### src/rtl/mmio_gpio_bridge.sv
// mmio_gpio_bridge: memory-mapped GPIO on the data-memory bus.
// Switch inputs pass through a 2-flop synchroniser and a per-bit debouncer.
// LEDs support direct write plus atomic set/clear. Read data is registered,
// giving the same 1-cycle latency as data RAM, and rd_hit qualifies q.
// Optional build macro GPIO_EDGE_IRQ_EN adds rising-edge capture (EDGE_STAT,
// W1C), EDGE_MASK and a maskable irq. Without it, offsets 4/5 read 0 and irq=0.
//
// Register map (word offset from BASE_ADDR):
//   0 SW_DATA  RO   1 LED_DATA RW   2 LED_SET WO   3 LED_CLR WO
//   4 EDGE_STAT R/W1C   5 EDGE_MASK RW   6,7 reserved
module mmio_gpio_bridge #(
    parameter int unsigned IN_W         = 16,
    parameter int unsigned OUT_W        = 16,
    parameter logic [31:0] BASE_ADDR    = 32'd4096,
    parameter int unsigned DEBOUNCE_MAX = 50000,
    parameter int unsigned CNT_W        = 16
) (
    input  logic             clock,
    input  logic             reset,
    input  logic [31:0]      address,
    input  logic             wren,
    input  logic [31:0]      data_in,
    output logic             hit,
    output logic             rd_hit,
    output logic [31:0]      q,
    input  logic [IN_W-1:0]  sw_in,
    output logic [OUT_W-1:0] led,
    output logic             irq
);

    localparam logic [CNT_W-1:0] CNT_LAST = CNT_W'(DEBOUNCE_MAX - 1);

    logic [31:0]      offset;
    logic [2:0]       reg_sel;
    logic             wr_en;
    logic [IN_W-1:0]  sync_p0;
    logic [IN_W-1:0]  sync_p1;
    logic [IN_W-1:0]  stable;
    logic [IN_W-1:0]  stable_next;
    logic [CNT_W-1:0] cnt      [IN_W];
    logic [CNT_W-1:0] cnt_next [IN_W];
    logic [31:0]      rd_data;
    logic             unused_data_bits;

    // Unsigned wrap makes addresses below BASE_ADDR land far outside the window.
    assign offset  = address - BASE_ADDR;
    assign hit     = (offset[31:3] == 29'd0);
    assign reg_sel = offset[2:0];
    assign wr_en   = wren && hit;

    // Not every data_in bit is consumed for narrow widths.
    assign unused_data_bits = ^data_in;

    // Two-flop synchroniser for the asynchronous switch pins.
    always_ff @(posedge clock or negedge reset) begin
        if (!reset) begin
            sync_p0 <= '0;
            sync_p1 <= '0;
        end else begin
            sync_p0 <= sw_in;
            sync_p1 <= sync_p0;
        end
    end

    // Per-bit debounce next state: accept a level after DEBOUNCE_MAX differing cycles.
    always_comb begin
        stable_next = stable;
        for (int i = 0; i < IN_W; i++) begin
            cnt_next[i] = cnt[i];
            if (sync_p1[i] == stable[i]) begin
                cnt_next[i] = '0;
            end else if (cnt[i] == CNT_LAST) begin
                stable_next[i] = sync_p1[i];
                cnt_next[i]    = '0;
            end else begin
                cnt_next[i] = cnt[i] + CNT_W'(1);
            end
        end
    end

    // Debounced level and per-bit stability counters.
    always_ff @(posedge clock or negedge reset) begin
        if (!reset) begin
            stable <= '0;
            for (int i = 0; i < IN_W; i++) begin
                cnt[i] <= '0;
            end
        end else begin
            stable <= stable_next;
            for (int i = 0; i < IN_W; i++) begin
                cnt[i] <= cnt_next[i];
            end
        end
    end

    // LED register: direct write, atomic set and atomic clear.
    always_ff @(posedge clock or negedge reset) begin
        if (!reset) begin
            led <= '0;
        end else if (wr_en) begin
            case (reg_sel)
                3'd1:    led <= data_in[OUT_W-1:0];
                3'd2:    led <= led | data_in[OUT_W-1:0];
                3'd3:    led <= led & ~data_in[OUT_W-1:0];
                default: led <= led;
            endcase
        end
    end

`ifdef GPIO_EDGE_IRQ_EN
    logic [IN_W-1:0] edge_stat;
    logic [IN_W-1:0] edge_mask;
    logic [IN_W-1:0] rise;
    logic [IN_W-1:0] w1c;

    // A rise is seen on the same edge the debouncer accepts the new level.
    assign rise = stable_next & ~stable;
    assign w1c  = (wr_en && reg_sel == 3'd4) ? data_in[IN_W-1:0] : '0;

    // Edge status (set beats clear), mask register and registered interrupt.
    always_ff @(posedge clock or negedge reset) begin
        if (!reset) begin
            edge_stat <= '0;
            edge_mask <= '0;
            irq       <= 1'b0;
        end else begin
            edge_stat <= (edge_stat & ~w1c) | rise;
            if (wr_en && reg_sel == 3'd5) begin
                edge_mask <= data_in[IN_W-1:0];
            end
            irq <= |(edge_stat & edge_mask);
        end
    end
`else
    assign irq = 1'b0;
`endif

    // Read mux; write-only and reserved offsets return zero.
    always_comb begin
        rd_data = '0;
        case (reg_sel)
            3'd0:    rd_data[IN_W-1:0]  = stable;
            3'd1:    rd_data[OUT_W-1:0] = led;
`ifdef GPIO_EDGE_IRQ_EN
            3'd4:    rd_data[IN_W-1:0]  = edge_stat;
            3'd5:    rd_data[IN_W-1:0]  = edge_mask;
`endif
            default: rd_data = '0;
        endcase
    end

    // Registered read port: pre-write value, zero when outside the window.
    always_ff @(posedge clock or negedge reset) begin
        if (!reset) begin
            q      <= '0;
            rd_hit <= 1'b0;
        end else begin
            rd_hit <= hit;
            q      <= hit ? rd_data : 32'd0;
        end
    end

endmodule

### config.mk
export PLATFORM = sky130hd
export DESIGN_NAME = mmio_gpio_bridge
export DESIGN_NICKNAME = d
export VERILOG_FILES = /design/src/rtl/mmio_gpio_bridge.sv
export SDC_FILE = /design/constraint.sdc
export NUM_CORES = 1
export LEC_CHECK = 0
export CORE_AREA = 2 2 171 173
export DETAILED_ROUTE_END_ITERATION = 12
export DIE_AREA = 0 0 173 175
export GPL_TIMING_DRIVEN = 0
export PLACE_DENSITY_LB_ADDON = 0.08
export SETUP_SLACK_MARGIN = 0.05
export SYNTH_ARGS = -nofsm -noshare
export SYNTH_HDL_FRONTEND = slang
export SYNTH_SLANG_ARGS = --single-unit
### constraint.sdc
create_clock -name clock -period 8.85 [get_ports clock]
set_clock_uncertainty 0.1 [all_clocks]
set_input_delay 1.77 -clock clock [delete_from_list [all_inputs] [get_ports clock]]
set_output_delay 1.77 -clock clock [all_outputs]
set_load 0.005 [all_outputs]
==> summary.txt <==
Power and ir drop
  – Leakage power: around 8 nW
  – Worst IR Drop VDD: around 0.17 mV
  – PD cells: between 150 and 200 nW/µm²

Detailed routing
  – DRC Markers: 0
  – Routed Antenna Nets: 0
  – First-pass iteration count of the detailed router: 5
  – Avg WL per Cell: about 15 µm
  – Vias per Instance: roughly 5.3
  – Drt total wl: between 30000 and 40000 µm
  – Initial DRC Count: slightly above 600
  – Via Count: about 11000

Yosys
  – Cell area after synthesis: 15500 µm²
  – Main synth FF type: dfrtp_1
  – Syn avg cell area: 10.1 µm²
  – Post-synth EDFFs: 0
  – Post-synthesis instance total: ~1500
  – Synthesized flop and latch total: approximately 340
  – Yosys cell types: 44
  – Seq/Total Area, Yosys: ~55%
  – Ys async rst share: 100%
  – Yosys Warn Count: 0

Final layout
  – Fraction of layout cells with a size suffix above 1: roughly 7%
  – Area grow syn2layout: 18.7%
  – # nets final: around 1800
  – Finished Cell Area: 18400 µm²
  – Non-filler instance count after layout: approximately 2100

GRT
  – Largest net degree at the start of global routing: 122
  – First-pass GRT wire length: roughly 53000 µm
  – Vias in the first global route: ~11000
  – Grt ovf: 0
  – GRT Util Overall: a little over a fifth
  – Initial antenna violation count: 1

Die
  – Row count: between 60 and 70
  – Die H: 175 µm
  – Starting Density: 54.5%
  – I/O Pins: around 130
  – Core area: approximately 28000 µm²
  – Die Area: roughly 30000 µm²
  – Die Width: approximately 170 µm

Worst hold path
  – Hold crit path type: flip-flop to flip-flop
  – Hold path cells: 0

Clocking
  – Post-CTS Hold Fix Bufs: 0
  – Post-CTS Resized: 0
  – Clock latency on the worst-skew pair: 0.53 ns
  – Postcts setup bufs: 0
  – TritonCTS clock tree: done
  – Clk sinks: ~340
  – Clock Root Buffer: clkbuf_16
  – TritonCTS buffer count: 37
  – Buffer depth of the longest clock path: 3
  – H-Tree Depth: 2
  – Clock transition at the registers of the reported paths: approximately 0.05 ns

Placement
  – Port buffer count: 100
  – Placed Instances: roughly 2000
  – Cell area after placement: about 17000 µm²
  – Gp weighted congestion: ~0.84
  – Final HPWL DP: between 20000 and 25000 µm

Timing
  – Worst-Margin Slew: 1.19 ns
  – Fin crit share: between 70 and 80%
  – F_max: between 150 and 200 MHz
  – Post-route minimum period: 6.61 ns
  – Final slew viol count: 0
  – Hold WS: between 0.2 and 0.25 ns
  – Slew headroom: 20.3%
  – Final Hold Viols: 0
  – Unrepaired setup endpoints after global routing: false
  – Final setup fails: 0

Run
  – MaxCap Viol Count: 0

Worst setup path
  – Setup crit end kind: primary output
  – Peak fanout along the critical path: 10
  – CP startpoint kind: primary input
  – Crit path DAT: between 4 and 5 ns
  – Worst Reg-to-Reg Cells: 7
  – Req. time, crit path: 6.98 ns
  – CP Class: primary input to primary output

Outcome
  – Status: complete, no violations
[final timing paths]
check / startpoint / to / slack [ns]
min in group asynchronous: reset / cnt[21] / 1.00
setup / recovery: address[12] / hit / 2.24
max in group asynchronous: reset / cnt[254] / 6.33
hold / removal: sync_p0[0] / sync_p1[0] / 0.25
hold reg to reg: sync_p0[0] / sync_p1[0] / 0.25
setup reg to reg: cnt[208] / cnt[219] / 6.77
[report_power, final]
group	leakage, nW	switching, mW	internal (mW)
logic	2.85	0.0853	0.0600
registers	4.59	0.0181	1.57
clock network	0.625	0.615	0.952
[critical path, stage by stage]
cell             delay, ns
clkdlybuf4s50_1       0.47
inv_1                 0.09
ha_1                  0.22
nor2b_1               0.28
a31o_2                0.22
nand4_2               0.14
or4_4                 0.48
a21o_1                0.19
buf_6                 0.15
buf_6                 0.16
inv_1                 0.07
clkdlybuf4s50_1       0.50
[kinds of logic after synthesis]
logic type      count (synthesis)  synth area share [%]
buf+inv                        72                  2.27
fa+ha+maj                      17                  1.37
other cells                     1                0.0242
xor+xnor                      241                  13.6
simple gates                  792                  24.3
flops                         337                  54.5
mux                            16                  1.16
compound gates                 60                  2.72
[registers in the layout, summed over array words and instances, names as in the netlist]
signal	flops
q	16
sync_p1	16
cnt	256
led	16
stable	16
rd_hit	1
sync_p0	16
[per-layer routing]
layer | track usage, % | share of wire (%)
met5 | 0 | 0
met4 | 6.74 | 2.9
met2 | 33.8 | 46
met1 | 28.6 | 46
met3 | 4.22 | 4.9
[cell usage after synthesis, drive strengths merged (3+ instances only)]
library cell  instances  area, µm²
nor2                346       1300
dfrtp               337       8430
xor2                126       1100
nand2               120        450
xnor2               115       1010
nand3                73        365
and3                 69        432
nand4                67        425
nor3                 35        175
clkbuf               29        109
inv                  22       82.6
nor4                 22        153
buf                  21        160
ha                   17        213
nor4b                17        149
a22oi                16        120
mux2                 16        180
o21ai                14       70.1
or2                  14       87.6
nor3b                13        103
a41oi                12        105
a21oi                10       50.1
nand2b                4       25.0
or4                   3       26.3
[per-stage QoR]
| step | utilization, % | TNS [ns] | power [mW] | setup slack, ns |
|---|---|---|---|---|
| after CTS | 64.7 | 0 | 3.34 | 2.25 |
| after global placement | 59.9 | -2842.16 | 1.75 | -8.47 |
| final | 64.7 | 0 | 3.30 | 2.24 |
| after detailed placement | 60.2 | 0 | 1.76 | 2.26 |
| after global routing | 64.7 | 0 | 3.42 | 2.10 |
| after floorplan | - | 0 | 1.67 | 3.51 |
[cell usage in the layout (no fill, tap or decap), drive strengths merged, types with 16 or more instances in the layout]
cell type / n
clkdlybuf4s50: 99
mux2: 16
nand4: 67
clkbuf: 81
nand3: 73
buf: 25
dfrtp: 337
nor4: 22
a22oi: 16
xor2: 126
nand2: 120
conb: 17
nor2: 346
and3: 69
xnor2: 115
nor4b: 17
nor3: 35
inv: 25
ha: 17
[final cells by class]
class	instances	area, µm²
clock inverters	13	165
inverters	22	82.6
repair buffers	103	1090
flip-flops and latches	337	8430
diodes	2	5.00
well taps	384	480
clock buffers	52	1090
multi-input cells	1143	6750
plain buffers	50	269
fillers	2359	10000
No activity file was read; power rests on OpenSTA's default activity.
